--- config.mk ---
export PLATFORM = sky130hd
export DESIGN_NAME = pwm_capture
export DESIGN_NICKNAME = d
export VERILOG_FILES = /design/src/rtl/pwm_capture.sv
export SDC_FILE = /design/constraint.sdc
export NUM_CORES = 1
export LEC_CHECK = 0
export CORE_MARGIN = 2
export CORE_UTILIZATION = 45
export CTS_CLUSTER_SIZE = 14
export DETAILED_ROUTE_END_ITERATION = 16
export GPL_TIMING_DRIVEN = 0
export PLACE_DENSITY = 0.67
export SYNTH_ARGS = -nofsm -noshare
export SYNTH_HDL_FRONTEND = slang
export SYNTH_SLANG_ARGS = --single-unit
--- constraint.sdc ---
create_clock -name clk -period 2.6 [get_ports clk]
set_input_delay 0.52 -clock clk [delete_from_list [all_inputs] [get_ports clk]]
set_output_delay 0.52 -clock clk [all_outputs]
set_load 0.02 [all_outputs]
--- src/rtl/pwm_capture.sv ---
// pwm_capture: measures the high time and the period of an asynchronous PWM
// line between consecutive rising edges and reports them with a one-cycle
// valid strobe. It flags a stuck line when no rising edge arrives before the
// period counter runs out.
module pwm_capture #(
  parameter int WIDTH = 8
) (
  input  logic             clk,
  input  logic             a_reset,
  input  logic             pwm_in,
  output logic [WIDTH-1:0] duty,
  output logic [WIDTH:0]   period,
  output logic             valid,
  output logic             stuck,
  output logic             level
);

  typedef enum logic {
    IDLE,
    MEASURE
  } state_t;

  localparam logic [WIDTH:0]   PERIOD_MAX = '1;
  localparam logic [WIDTH-1:0] HIGH_MAX   = '1;
  localparam logic [WIDTH:0]   PERIOD_ONE = {{WIDTH{1'b0}}, 1'b1};
  localparam logic [WIDTH-1:0] HIGH_ONE   = {{(WIDTH-1){1'b0}}, 1'b1};

  logic s1, s2, s3;
  logic rise;
  state_t state_q, state_d;
  logic [WIDTH:0]   period_cnt;
  logic [WIDTH-1:0] high_cnt;
  logic start, capture, timeout, count;

  // Two-flop synchronizer plus a history flop for rising-edge detection.
  always_ff @(posedge clk or negedge a_reset) begin
    if (!a_reset) begin
      s1 <= 1'b0;
      s2 <= 1'b0;
      s3 <= 1'b0;
    end else begin
      s1 <= pwm_in;
      s2 <= s1;
      s3 <= s2;
    end
  end

  assign rise  = s2 & ~s3;
  assign level = s2;

  // State register.
  always_ff @(posedge clk or negedge a_reset) begin
    if (!a_reset) begin
      state_q <= IDLE;
    end else begin
      state_q <= state_d;
    end
  end

  // Next state: the first rise starts measuring, a timeout falls back to idle.
  always_comb begin
    state_d = state_q;
    case (state_q)
      IDLE:    if (rise) state_d = MEASURE;
      MEASURE: if (!rise && period_cnt == PERIOD_MAX) state_d = IDLE;
      default: state_d = IDLE;
    endcase
  end

  // Decode per-cycle actions from the current state and the edge detector.
  always_comb begin
    start   = 1'b0;
    capture = 1'b0;
    timeout = 1'b0;
    count   = 1'b0;
    case (state_q)
      IDLE: begin
        start = rise;
      end
      MEASURE: begin
        if (rise) begin
          capture = 1'b1;
        end else if (period_cnt == PERIOD_MAX) begin
          timeout = 1'b1;
        end else begin
          count = 1'b1;
        end
      end
      default: begin
        start = 1'b0;
      end
    endcase
  end

  // Period and high-time counters; the edge cycle is the first cycle of a period.
  always_ff @(posedge clk or negedge a_reset) begin
    if (!a_reset) begin
      period_cnt <= '0;
      high_cnt   <= '0;
    end else if (start || capture) begin
      period_cnt <= PERIOD_ONE;
      high_cnt   <= HIGH_ONE;
    end else if (count) begin
      period_cnt <= period_cnt + PERIOD_ONE;
      if (s2 && high_cnt != HIGH_MAX) begin
        high_cnt <= high_cnt + HIGH_ONE;
      end
    end
  end

  // Result registers: publish on a completed period, report the line level on timeout.
  always_ff @(posedge clk or negedge a_reset) begin
    if (!a_reset) begin
      duty   <= '0;
      period <= '0;
      valid  <= 1'b0;
      stuck  <= 1'b0;
    end else begin
      valid <= capture;
      if (capture) begin
        duty   <= high_cnt;
        period <= period_cnt;
        stuck  <= 1'b0;
      end else if (timeout) begin
        duty   <= s2 ? HIGH_MAX : '0;
        period <= '0;
        stuck  <= 1'b1;
      end
    end
  end

endmodule

=== After elaboration in Yosys (flattened, before gate mapping) ===
Cells that the tools add are included.

* Flip-flop bits (word level): 40
* Input port bits: 3
* Output and inout port bits: 20
* Logic and storage cells: 48

* Add/sub/neg operators: 2
* Eq/ne operators: 2
* Multiplexer cells: 23
* Bitwise gates (word level): 3
* Reductions and logical operators: 8

{| class="wikitable"
|+ Operators by type and width
! operator !! number
|-
| 2-to-1 mux 8 bit || 6
|-
| 2-to-1 mux 9 bit || 4
|-
| 2-to-1 mux 1 bit || 12
|-
| adder 9 x 1 -> 9 bit (second input constant) || 1
|-
| equality test 9 bit (second input constant) || 1
|-
| adder 8 x 1 -> 8 bit (second input constant) || 1
|-
| inequality test 8 bit (second input constant) || 1
|-
| nonzero test 2 bit || 3
|-
| logical AND 1 bit || 2
|-
| inverter 1 bit || 2
|-
| case mux 1 bit (2 select lines) || 1
|-
| AND reduction 2 bit || 1
|-
| bitwise AND 1 bit || 1
|-
| logical NOT 1 bit || 1
|-
| logical OR 1 bit || 1
|}

=== Depth between registers and ports, before layout ===
* Depth after elaboration: 7
* Gate-level depth with buffers: 9
* Gate-level depth less buffers: 8

=== Worst setup path after synthesis ===
Ideal clock, no wire load.

* Path kind: register to register
* Start point: register period_cnt[0]
* End point: register high_cnt[7]
* Setup time: 0.078 ns
* Arrival time: 1.981 ns
* Data required time: 2.522 ns
* Setup slack: 0.540 ns
* Cell stages (with the launch flop): 10
* Path buffers: 1
* Clock period less this slack: 2.060 ns
* Cells stage by stage: dfrtp_1 ha_1 nand3_1 nor2_1 ha_1 nor2b_1 buf_4 o221ai_4 or4_1 a21oi_1

* Cells in the longest elaborated chain, start to end: 6

{| class="wikitable"
|+ RTL lines
! what !! line !! RTL
|-
| from (decl) || 31 || <nowiki>logic [WIDTH:0] period_cnt;</nowiki>
|-
| from (signal assigned) || 104 || <nowiki>period_cnt <= period_cnt + PERIOD_ONE;</nowiki>
|-
| equality test 9 bit || 83 || <nowiki>end else if (period_cnt == PERIOD_MAX) begin</nowiki>
|-
| 2-to-1 mux 1 bit || 83 ||
|-
| 2-to-1 mux 1 bit || 81 || <nowiki>if (rise) begin</nowiki>
|-
| 2-to-1 mux 1 bit || 76 || <nowiki>case (state_q)</nowiki>
|-
| nonzero test 2 bit (no source line) || - ||
|-
| AND reduction 2 bit (no source line) || - ||
|-
| to (signal assigned) || 106 || <nowiki>high_cnt <= high_cnt + HIGH_ONE;</nowiki>
|-
| to (decl) || 32 || <nowiki>logic [WIDTH-1:0] high_cnt;</nowiki>
|}

No other way between the ends.
A chain may end at the register's enable or synchronous reset.

=== Worst setup path in the final report ===
* Start point: register period_cnt[0]
* End point: register high_cnt[5]

The elaborated chain is that of the path after synthesis.

==> metrics.cfg <==
[drt]
first_pass_iters=4
routed_wl_mm=3.54
dr.first_iter.drc_count=66
post-route-drc-count=0
via_count=1361
detail-route-antenna-nets=0
wl_per_cell_um=14.5
vias_per_cell=5.58

[yosys]
ys_top_cells_by_count=40 x dfrtp_1, 19 x nor2_1, 17 x nand2_1, 16 x a21oi_1, 12 x o21ai_0
postSynthAreaPerCell_um2=10.5
synth_nets=172
synth_top_cells_by_area=dfrtp_1 58%, a21oi_1 4.6%, a22o_1 4.5%
synth_edf_count=0
ys_warn_count=0
ys_async_sr_fraction_pct=100
ys_seq_elements=40
synth_ff_type=dfrtp_1
synth_top_area_share_pct=57.6
synth_cell_types=31
syn-cell-area_mm2=0.00174
ys_seq_area_share_pct=57.6
syn_inst=166
yosysTopAreaCell=dfrtp_1
yosysMostFrequentCell=dfrtp_1

[run]
max_cap_viol_count=0

[timing]
fmax_mhz=439
max_slew_margin_pct=43.4
post-route-period-util_pct=87.6
final.setup.tns_ns=0
finalClockSkew_ns=0.00690
tightest_slew_ns=0.849
maxSlewViolCount=0
setup_viol_count_final=0
finalHoldViolCount=0
final.min_clock_period_ns=2.28
rsz0062_at_grt=no
whs_ns=0.326

[place]
gp_congestion=0.782
dpl.hpwl_mm=2.48
placed_cells_incl_taps=236
place_area_mm2=0.00201
portBuffers=22

[min_path]
hold_class=in -> async

[setup_path]
worst_ep_arrival_time_ns=2.48
r2r_end=high_cnt[5]
crit_fanout=8
crit_path_end_kind=register
cp.required_ns=2.80
critPathLaunchType=register
crit_path_end=high_cnt[5]
reg2reg_depth=9
cp-startpoint=period_cnt[0]
r2r_slack_ns=0.32
critical_path_class=reg -> reg
r2r_start=period_cnt[0]

[pwr]
power.internal_uw=1120
swShare_pct=28.8
ir_drop_mv=0.331
p_per_area_mw_per_mm2=742
power_frac_comb_pct=18.7
leakage_uw=0.000927
p_seq_share_pct=49.3
p_clk_share_pct=32.0
switching_power_uw=454

[global_routing]
grt_pass1_wl_mm=6.04
grt.overflow.total=0
grt_max_degree=41
antenna_found_initial=0
track_usage_pct=18.5
first_global_vias=1314

[die]
floorplan.initialDensity_pct=47.2
fp-row-count=22
die_h_um=66.2
ioPinCount=23
dieArea_mm2=0.00438
core_mm2=0.00369
die_w_um=66.2

[layout]
stdcell_area_mm2=0.00213
antennaDiodeCount=0
final_cells=244
fin_nets=201
drive_above_1_share_pct=7.14
syn2layout_area_growth_pct=22.2

[cts]
root_buffer=clkbuf_8
clk_pin_slew_ns=0.08
cts.sinks=40
post-cts-setup-buffers=0
cts_tree=done
cts_made_buffers=5
holdBufCountCts=0
cts.path.max_buffers=2
clock_latency_ns=0.29
cts-htree-levels=2
cts_resized=0

[outcome]
outcome=complete, no violations

layer usage:
metal / global-route usage (%) / vias up / wire [um] / share of wire, %
met3: 5.11 / 6 / 143 / 4.0
met1: 24.9 / 667 / 1670 / 47
met2: 28.2 / 27 / 1670 / 47
met4: 7.14 / 0 / 53 / 1.5
li1: - / 661 / - / -
met5: 0 / - / 0 / 0
metrics by stage:
stage,total power (uW),utilization (%),worst slack [ns]
after floorplan,941,-,0.540
after global placement,1070,54.7,0.111
after detailed placement,1080,54.6,0.349
after CTS,1580,57.6,0.328
after global routing,1650,57.6,0.188
final,1580,57.6,0.322
registers in the layout, indices dropped and copies added, names as in the netlist:
register    cells
stuck           1
s3              1
period_cnt      9
state_q         1
duty            8
period          9
valid           1
level           1
high_cnt        8
s1              1
worst min path at each step:
| stage | startpoint | end | slack [ns] | cells past startpoint |
|---|---|---|---|---|
| after detailed placement | s1 | level | 0.34 | 0 |
| after floorplan | a_reset | duty[0] | 0.22 | 0 |
| final | a_reset | duty[4] | 0.33 | 1 |
| after CTS | a_reset | high_cnt[6] | 0.36 | 1 |
| after global placement | s1 | level | 0.34 | 0 |
| after global routing | s1 | level | 0.38 | 0 |
cell type report:
| cell class | instances | area [um2] |
|---|---|---|
| Clock inverter | 3 | 42.5 |
| Inverter | 2 | 7.51 |
| Clock buffer | 5 | 68.8 |
| Multi-Input combinational cell | 117 | 699 |
| Fill cell | 324 | 1560 |
| Buffer | 7 | 31.3 |
| Timing Repair Buffer | 22 | 215 |
| Sequential cell | 40 | 1000 |
| Tap cell | 48 | 60.1 |
logic make-up after synthesis:
family	Yosys count	synth area share (%)
xor gates and xnor gates	6	3.02
adders and majority gates	3	2.16
muxes	1	0.576
DFF	40	57.6
AOI/OAI and AO/OA	46	17.4
and+or+nand+nor	61	17.1
buffers and inverters	9	2.23
placed cells by master, fill, tap and decap left out, types with 4 or more instances in the layout:
cell type / Yosys / routed
o211ai_1: 4 / 4
nand3_1: 4 / 4
o21ai_0: 12 / 12
nor2_1: 19 / 19
a21oi_1: 16 / 16
nand4_1: 5 / 5
a22o_1: 9 / 9
clkdlybuf4s50_1: 0 / 21
clkbuf_1: 5 / 5
dfrtp_1: 40 / 40
clkbuf_8: 0 / 5
nand2_1: 17 / 17
worst max-delay path, stage by stage (launching register included):
cell      delay [ns]
dfrtp_1         0.43
ha_1            0.26
nand3_1         0.09
nor2_1          0.05
ha_1            0.24
nor2b_1         0.13
buf_4           0.17
o21ai_1         0.15
or4_1           0.54
o211ai_1        0.11
power by group through the flow:
stage	sequential [uW]	combinational (uW)	clock, uW
detailed placement	787	296	0
finish	778	295	504
global route	788	326	540
global placement	783	292	0
floorplan	824	117	0
CTS	776	298	510
Power figures use the tool's default switching activity.
